--- src/rtl/lsu_mem_unit_if.sv ---
// lsu_mem_unit_if: shared types plus the LSQ/memory/CDB bus bundle of the memory-side executor
package uarch_pkg;
  localparam int CPU_DATA_BITS = 32;
  localparam int TAG_WIDTH = 6;
  typedef struct packed {
    logic                     is_valid;
    logic [TAG_WIDTH-1:0]     dest_tag;
    logic [CPU_DATA_BITS-1:0] result;
    logic                     exception;
  } writeback_packet_t;
endpackage

interface lsu_mem_unit_if;
  import uarch_pkg::*;
  logic                     flush;
  logic                     req_valid;
  logic                     req_ready;
  logic                     req_is_store;
  logic [1:0]               req_size;
  logic                     req_unsigned;
  logic [CPU_DATA_BITS-1:0] req_addr;
  logic [CPU_DATA_BITS-1:0] req_wdata;
  logic [TAG_WIDTH-1:0]     req_tag;
  logic                     mem_req_valid;
  logic                     mem_req_ready;
  logic                     mem_we;
  logic [CPU_DATA_BITS-1:0] mem_addr;
  logic [CPU_DATA_BITS-1:0] mem_wdata;
  logic [3:0]               mem_wstrb;
  logic                     mem_resp_valid;
  logic [CPU_DATA_BITS-1:0] mem_rdata;
  writeback_packet_t        wb_pkt;
  logic                     wb_ready;
  modport slave (
    input  flush, req_valid, req_is_store, req_size, req_unsigned, req_addr, req_wdata, req_tag,
    input  mem_req_ready, mem_resp_valid, mem_rdata, wb_ready,
    output req_ready, mem_req_valid, mem_we, mem_addr, mem_wdata, mem_wstrb, wb_pkt
  );
  modport master (
    output flush, req_valid, req_is_store, req_size, req_unsigned, req_addr, req_wdata, req_tag,
    output mem_req_ready, mem_resp_valid, mem_rdata, wb_ready,
    input  req_ready, mem_req_valid, mem_we, mem_addr, mem_wdata, mem_wstrb, wb_pkt
  );
endinterface

--- src/rtl/lsu_mem_unit.sv ---
// lsu_mem_unit: executes one resolved load/store against a variable-latency data memory and returns a writeback packet
module lsu_mem_unit
  import uarch_pkg::*;
(
  input logic clk,
  input logic rst,
  lsu_mem_unit_if.slave bus
);
  typedef enum logic [2:0] {IDLE, REQ, WAIT, WB, DRAIN} state_e;
  state_e state_q, state_d;
  logic is_store_q, unsigned_q;
  logic [1:0] size_q;
  logic [CPU_DATA_BITS-1:0] addr_q, wdata_q, ld_val;
  logic [TAG_WIDTH-1:0] tag_q;
  writeback_packet_t wb_q, wb_d, new_pkt;
  logic mis, accept, in_req;
  logic [7:0] ld_b;
  logic [15:0] ld_h;
  assign mis = (bus.req_size == 2'd3) || (bus.req_size == 2'd1 && bus.req_addr[0]) ||
               (bus.req_size == 2'd2 && bus.req_addr[1:0] != 2'd0);
  assign accept = state_q == IDLE && bus.req_valid && !bus.flush;
  assign in_req = state_q == REQ;
  assign ld_b = bus.mem_rdata[{addr_q[1:0], 3'b000} +: 8];
  assign ld_h = addr_q[1] ? bus.mem_rdata[31:16] : bus.mem_rdata[15:0];
  // state register
  always_ff @(posedge clk or negedge rst)
    if (!rst) state_q <= IDLE;
    else state_q <= state_d;
  // next state; a flush after the memory handshake must still swallow the owed response
  always_comb begin
    state_d = state_q;
    case (state_q)
      IDLE:  state_d = accept ? (mis ? WB : REQ) : IDLE;
      REQ:   state_d = !bus.mem_req_ready ? (bus.flush ? IDLE : REQ) :
                       bus.mem_resp_valid ? (bus.flush ? IDLE : WB) : (bus.flush ? DRAIN : WAIT);
      WAIT:  state_d = bus.mem_resp_valid ? (bus.flush ? IDLE : WB) : (bus.flush ? DRAIN : WAIT);
      WB:    state_d = (bus.flush || bus.wb_ready) ? IDLE : WB;
      DRAIN: state_d = bus.mem_resp_valid ? IDLE : DRAIN;
      default: state_d = IDLE;
    endcase
  end
  // op fields captured on acceptance, writeback packet registered
  always_ff @(posedge clk or negedge rst)
    if (!rst) begin
      is_store_q <= 1'b0;
      unsigned_q <= 1'b0;
      size_q     <= 2'd0;
      addr_q     <= '0;
      wdata_q    <= '0;
      tag_q      <= '0;
      wb_q       <= '0;
    end else begin
      wb_q <= wb_d;
      if (accept) begin
        is_store_q <= bus.req_is_store;
        unsigned_q <= bus.req_unsigned;
        size_q     <= bus.req_size;
        addr_q     <= bus.req_addr;
        wdata_q    <= bus.req_wdata;
        tag_q      <= bus.req_tag;
      end
    end
  // load alignment/extension and writeback packet formation; entering WB from IDLE means misaligned
  always_comb begin
    ld_val = size_q == 2'd0 ? {{24{ld_b[7] & ~unsigned_q}}, ld_b} :
             size_q == 2'd1 ? {{16{ld_h[15] & ~unsigned_q}}, ld_h} : bus.mem_rdata;
    new_pkt.is_valid  = 1'b1;
    new_pkt.dest_tag  = state_q == IDLE ? bus.req_tag : tag_q;
    new_pkt.result    = state_q == IDLE ? bus.req_addr : is_store_q ? '0 : ld_val;
    new_pkt.exception = state_q == IDLE;
    wb_d = state_d != WB ? '0 : state_q == WB ? wb_q : new_pkt;
  end
  // outputs; memory bus is driven only while requesting so it idles at zero
  always_comb begin
    bus.req_ready     = rst && state_q == IDLE;
    bus.mem_req_valid = in_req;
    bus.mem_we        = in_req && is_store_q;
    bus.mem_addr      = in_req ? {addr_q[CPU_DATA_BITS-1:2], 2'b00} : '0;
    bus.mem_wstrb     = !in_req ? 4'b0000 : size_q == 2'd0 ? 4'b0001 << addr_q[1:0] :
                        size_q == 2'd1 ? 4'b0011 << addr_q[1:0] : 4'b1111;
    bus.mem_wdata     = !in_req ? '0 : size_q == 2'd0 ? {4{wdata_q[7:0]}} :
                        size_q == 2'd1 ? {2{wdata_q[15:0]}} : wdata_q;
    bus.wb_pkt        = wb_q;
  end
endmodule

--- src/flat_wrapper.sv ---
// flat-port wrapper written by rule: the top's interface ports become plain ports
module lsu_mem_unit_flat import uarch_pkg::*;
  (clk, rst, bus_flush, bus_req_valid, bus_req_is_store, bus_req_size, bus_req_unsigned, bus_req_addr, bus_req_wdata, bus_req_tag, bus_mem_req_ready, bus_mem_resp_valid, bus_mem_rdata, bus_wb_ready, bus_req_ready, bus_mem_req_valid, bus_mem_we, bus_mem_addr, bus_mem_wdata, bus_mem_wstrb, bus_wb_pkt);
  lsu_mem_unit_if bus_i ();
  input logic clk;
  input logic rst;
  input wire logic [$bits(bus_i.flush)-1:0] bus_flush;
  input wire logic [$bits(bus_i.req_valid)-1:0] bus_req_valid;
  input wire logic [$bits(bus_i.req_is_store)-1:0] bus_req_is_store;
  input wire logic [$bits(bus_i.req_size)-1:0] bus_req_size;
  input wire logic [$bits(bus_i.req_unsigned)-1:0] bus_req_unsigned;
  input wire logic [$bits(bus_i.req_addr)-1:0] bus_req_addr;
  input wire logic [$bits(bus_i.req_wdata)-1:0] bus_req_wdata;
  input wire logic [$bits(bus_i.req_tag)-1:0] bus_req_tag;
  input wire logic [$bits(bus_i.mem_req_ready)-1:0] bus_mem_req_ready;
  input wire logic [$bits(bus_i.mem_resp_valid)-1:0] bus_mem_resp_valid;
  input wire logic [$bits(bus_i.mem_rdata)-1:0] bus_mem_rdata;
  input wire logic [$bits(bus_i.wb_ready)-1:0] bus_wb_ready;
  output wire logic [$bits(bus_i.req_ready)-1:0] bus_req_ready;
  output wire logic [$bits(bus_i.mem_req_valid)-1:0] bus_mem_req_valid;
  output wire logic [$bits(bus_i.mem_we)-1:0] bus_mem_we;
  output wire logic [$bits(bus_i.mem_addr)-1:0] bus_mem_addr;
  output wire logic [$bits(bus_i.mem_wdata)-1:0] bus_mem_wdata;
  output wire logic [$bits(bus_i.mem_wstrb)-1:0] bus_mem_wstrb;
  output wire logic [$bits(bus_i.wb_pkt)-1:0] bus_wb_pkt;
  assign bus_i.flush = bus_flush;
  assign bus_i.req_valid = bus_req_valid;
  assign bus_i.req_is_store = bus_req_is_store;
  assign bus_i.req_size = bus_req_size;
  assign bus_i.req_unsigned = bus_req_unsigned;
  assign bus_i.req_addr = bus_req_addr;
  assign bus_i.req_wdata = bus_req_wdata;
  assign bus_i.req_tag = bus_req_tag;
  assign bus_i.mem_req_ready = bus_mem_req_ready;
  assign bus_i.mem_resp_valid = bus_mem_resp_valid;
  assign bus_i.mem_rdata = bus_mem_rdata;
  assign bus_i.wb_ready = bus_wb_ready;
  assign bus_req_ready = bus_i.req_ready;
  assign bus_mem_req_valid = bus_i.mem_req_valid;
  assign bus_mem_we = bus_i.mem_we;
  assign bus_mem_addr = bus_i.mem_addr;
  assign bus_mem_wdata = bus_i.mem_wdata;
  assign bus_mem_wstrb = bus_i.mem_wstrb;
  assign bus_wb_pkt = bus_i.wb_pkt;
  lsu_mem_unit u_core (.clk(clk), .rst(rst), .bus(bus_i));
endmodule
--- config.mk ---
export PLATFORM = sky130hd
export DESIGN_NAME = lsu_mem_unit_flat
export DESIGN_NICKNAME = d
export VERILOG_FILES = /design/src/rtl/lsu_mem_unit_if.sv /design/src/rtl/lsu_mem_unit.sv /design/src/flat_wrapper.sv
export SDC_FILE = /design/constraint.sdc
export NUM_CORES = 1
export LEC_CHECK = 0
export ABC_AREA = 1
export CORE_MARGIN = 2
export CORE_UTILIZATION = 32
export DETAILED_ROUTE_END_ITERATION = 8
export PLACE_DENSITY = 0.61
export SYNTH_ARGS = -nofsm -noshare
export SYNTH_HDL_FRONTEND = slang
export SYNTH_SLANG_ARGS = --single-unit
--- constraint.sdc ---
create_clock -name clk -period 4 [get_ports clk]
set_clock_uncertainty 0.1 [all_clocks]
set_input_delay 0.8 -clock clk [delete_from_list [all_inputs] [get_ports clk]]
set_output_delay 0.8 -clock clk [all_outputs]
set_load 0.05 [all_outputs]
# After elaboration in Yosys (flattened, before gate mapping)
# Index checks and enable logic that the tools add are counted.
[classes]
n_addsub = 0
mul = 0
div_mod_pow = 0
magnitude_cmp = 0
n_eq_ne = 10
shift = 3
mux = 25
n_bitwise = 3
reduce_logical = 13
[op_table]
columns = ["cell", "count"]
rows = [
  ["$mux 32", 8],
  ["$mux 40", 2],
  ["$shiftx 32x6->8", 1],
  ["$mux 16", 1],
  ["$mux 3", 5],
  ["$pmux 3 s5", 1],
  ["$mux 4", 3],
  ["$eq 3x2->1 const B", 2],
  ["$logic_and 1x1->1", 6],
  ["$mux 2", 3],
  ["$mux 6", 1],
  ["$eq 2x1->1 const B", 2],
  ["$eq 2x2->1 const B", 2],
  ["$shl 1x2->4 const A", 1],
  ["$shl 2x2->4 const A", 1],
  ["$eq 3x1->1 const B", 1],
  ["$eq 3x3->1 const B", 1],
  ["$logic_not 3->1", 1],
  ["$logic_or 1x1->1", 3],
  ["$ne 3x2->1 const B", 1],
  ["$and 1x1->1", 2],
  ["$logic_not 2->1", 1],
  ["$ne 2x1->1 const B", 1],
  ["$reduce_bool 2->1", 1],
  ["other kinds (3)", 3],
]
[totals]
ff_bits = 117
latchBits = 0
ram_bits = 0
romBits = 0
inputBits = 113
out_inout_bits = 111
n_memories = 0

# Longest topological paths before layout
[logic_depth]
depth_word = 9
ltp_mapped = 12
ltp_nobuf = 10

# Least setup slack after synthesis
# Ideal clock, no wire load.
[synth_timing]
kind = "register to output"
start = "register u_core.size_q[1]"
end = "output bus_mem_wdata[11]"
t_arrival_ps = 1973
path_slack_ps = 1127
stages_incl_launch_ff = 6
cell_sequence = "dfrtp_1 -> buf_2 -> nor2_1 -> clkbuf_1 -> nand2_1 -> a21oi_1"
[synth_between]
elab_chain_len = 3
[synth_rtl]
columns = ["element", "line", "text"]
rows = [
  ["start, declared", "lsu_mem_unit.sv:12", "logic [1:0] size_q;"],
  ["start signal, assigned", "lsu_mem_unit.sv:57", "size_q <= bus.req_size;"],
  ["$logic_not 2->1", "lsu_mem_unit.sv:81", "bus.mem_wdata = !in_req ? '0 : size_q == 2'd0 ? {4{wdata_q[7:0]}} :"],
  ["$mux 32 (2 in series)", "lsu_mem_unit.sv:81", ""],
  ["end, declared", "flat_wrapper.sv:23", "output wire logic [$bits(bus_i.mem_wdata)-1:0] bus_mem_wdata;"],
]
# Every way passes these cells.

# Worst setup path in the final report
[layout_timing]
start = "register u_core.state_q[2]"
end = "output bus_mem_wdata[20]"
[layout_between]
elab_chain_len = 2
[layout_rtl]
columns = ["element", "line", "text"]
rows = [
  ["start, declared", "lsu_mem_unit.sv:10", "state_e state_q, state_d;"],
  ["start signal, assigned", "lsu_mem_unit.sv:28", "else state_q <= state_d;"],
  ["$eq 3x1->1", "lsu_mem_unit.sv:22", "assign in_req = state_q == REQ;"],
  ["$mux 32", "lsu_mem_unit.sv:81", ""],
]
# Every way passes these cells.

==> metrics.txt <==
Detail Route Antenna Nets=0; reg2reg path depth=10; overall die height=146.9 µm; minimum clock period after layout=3691 ps; leading cell type in the layout, fill and taps excluded=sky130_fd_sc_hd__nand2_1; Internal Dissipation=3.850 mW; Starting Density=32.50%; Final Max Tran Viols=0; Site Rows=52; commonest cells after routing, fill and taps aside=432 x sky130_fd_sc_hd__nand2_1, 201 x sky130_fd_sc_hd__clkdlybuf4s50_1, 117 x sky130_fd_sc_hd__dfrtp_1; placeable core region=20,100 µm²; register area share after synthesis=44.81%; Routed WL per cell=15.44 µm; share of total power in combinational logic=52.4%; Max Clk Rate=0.2709 GHz; Clock Tree Buf Depth=2; clock root buffer=sky130_fd_sc_hd__clkbuf_16; first-pass GRT wire length=36,200 µm; ports placed on the boundary=224; detailed-router iteration count before antenna repair=5; total of buffers placed on input and output ports=221; part of the cycle the worst path needs=92.28%; final setup violating endpoints=0; Setup Crit Path Kind=reg -> out; per-instance average area after synthesis=6.647 µm²; Layout area overhead=46.11%; number of remaining DRC errors=0; pin count of the biggest net entering global routing=106; net switching power=3.470 mW; initial antenna violation count=1; vias after detailed routing=6,884; Slew @ Worst Pin=1006 ps; total CTS buffers=17; number of global-route vias before repair=6,794; TritonCTS clock tree=built; global placer's final weighted congestion=0.8735; highest fanout seen on the critical path=29; proportion of layout cells with a drive suffix above 1=6.611%; net switching fraction of the power=47.41%; total overflow reported by the global router=0; CP Capture Type=output pin; nature of the critical path startpoint=flop; result of the run=finished, final reports clean; routed via count divided by cell count=4.699; minimum setup slack among reg-to-reg paths=1170 ps; critical register-to-register path startpoint=u_core.state_q[2]$_DFF_PN0_; hold buffer count at cts=0; overall power=7.320 mW; path class of the lowest-slack min-delay path=in -> async; final WL=22,620 µm; maximum capacitance violations=0; launch point of the critical path=u_core.state_q[2]$_DFF_PN0_; Relative slew margins=32.93%; post-route setup TNS=0 ps; chip width=146.9 µm; number of placed instances with taps included=1,433; post-synthesis register bit count=117; count of unique library cells instantiated by Yosys=23; WP data required=3100 ps; worst hold margin=370.2 ps; Post-DP HPWL=16,150 µm; fraction of power consumed by the clock network=22.5%; number of antenna repair diodes=0; standby leakage power=4.751 nW; endpoints failing hold=0; VDD IR-drop max=0.4799 mV; depth of the CTS H-tree=4; nets@finish=1,299; end-of-flow core utilization=47.49%; end of the worst register-to-register path=u_core.bus.wb_pkt[25]$_DFFE_PN0P_; portion of total power attributed to sequential cells=25.2%; unrepaired setup endpoints after global routing=false; total power per unit cell area=766.7 nW/µm²; post-synthesis instance area=6534 µm²; clock transition time at the flip-flop clock pins of the worst setup and hold paths=50 ps; post_cts resized=0; clock insertion delay at the later pin of the skew report=420 ps; setup bufs post-CTS=0; cell count after synthesis=983; Total Routing Usage GR=21.16%; fin cells=1,465; CTS sink cnt=117; violation count after the first detailed-routing iteration=446; number of synthesis warnings=0; Arrival @ worst endpoint=2790 ps; Total Die Area=21,580 µm²
[critical path: stages, from the launching register on]
cell and delay [ps]:
sky130_fd_sc_hd__dfrtp_1 410, sky130_fd_sc_hd__inv_2 130, sky130_fd_sc_hd__nand3_2 420, sky130_fd_sc_hd__buf_4 410, sky130_fd_sc_hd__a21oi_1 170, sky130_fd_sc_hd__clkdlybuf4s50_1 830
[synthesized netlist by cell type (all sizes together)]
library cell | n | area [µm²]
nand2 | 433 | 1628
dfrtp | 117 | 2928
nor2 | 101 | 394.1
inv | 83 | 311.5
nand3 | 79 | 395.4
o21ai | 69 | 345.3
clkbuf | 34 | 127.6
buf | 25 | 148.9
a21oi | 19 | 95.09
nand4 | 14 | 87.58
ha | 4 | 50.05
clkinv | 2 | 7.510
conb | 1 | 3.750
nor3 | 1 | 5.000
o22ai | 1 | 6.260
[power groups by stage]
stage	Combinational, mW	Clock (mW)	Sequential [mW]
after CTS	3.86	1.68	1.84
after floorplan	2.53	0	1.94
final	3.83	1.64	1.84
after global routing	4.24	1.73	1.89
after detailed placement	3.84	0	1.86
after global placement	3.84	0	1.84
[per-layer routing]
metal | vias up | GRT usage (%) | routed length [µm]
li1 | 3422 | - | -
met1 | 3186 | 29.01 | 10280
met2 | 242 | 32.75 | 10190
met3 | 32 | 5.901 | 1685
met4 | 2 | 6.394 | 448
met5 | - | 0 | 13
[stage by stage]
| stage | setup slack [ps] | area, µm² |
|---|---|---|
| 6_report | 308.9 | 9547 |
| 5_1_grt | 125.5 | 9547 |
| 4_1_cts | 260.2 | 9547 |
| 3_5_place_dp | 716.4 | 8906 |
| 3_3_place_gp | 776.9 | 8906 |
| 2_1_floorplan | 1127 | 6538 |
[layout make-up]
| type | count | area [µm²] |
|---|---|---|
| fill | 2046 | 10560 |
| multi-input combinational | 723 | 3032 |
| sequential | 117 | 2928 |
| timing repair buffer | 238 | 2290 |
| clock buffer | 25 | 525.5 |
| tap | 270 | 337.8 |
| inverter | 85 | 319.1 |
| clock inverter | 7 | 115.1 |
[logic make-up (layout without fill, tap and decap cells)]
family / Yosys count / in the layout / synth area share (%)
and+or+nand+nor: 628 / 628 / 38.41
buffers and inverters: 144 / 355 / 9.115
DFF: 117 / 117 / 44.81
AOI/OAI and AO/OA: 89 / 89 / 6.836
adders and majority gates: 4 / 4 / 0.7660
other: 1 / 2 / 0.05739
[flip-flops by register name, summed over array words and instances, names as in the netlist]
register / flops
u_core.bus.wb_pkt: 40
u_core.addr_q: 32
u_core.wdata_q: 32
u_core.tag_q: 6
u_core.state_q: 3
u_core.size_q: 2
u_core.is_store_q: 1
u_core.unsigned_q: 1
[worst max-delay path by stage]
stage / cells past startpoint / to / slack, ps
after floorplan: 5 / bus_mem_wdata[11] / 1130
after global placement: 5 / bus_mem_wdata[16] / 780
after detailed placement: 5 / bus_mem_wdata[18] / 720
after CTS: 5 / bus_mem_wdata[18] / 260
after global routing: 5 / bus_mem_wdata[19] / 130
final: 5 / bus_mem_wdata[20] / 310
(Power assumes the default switching activity.)
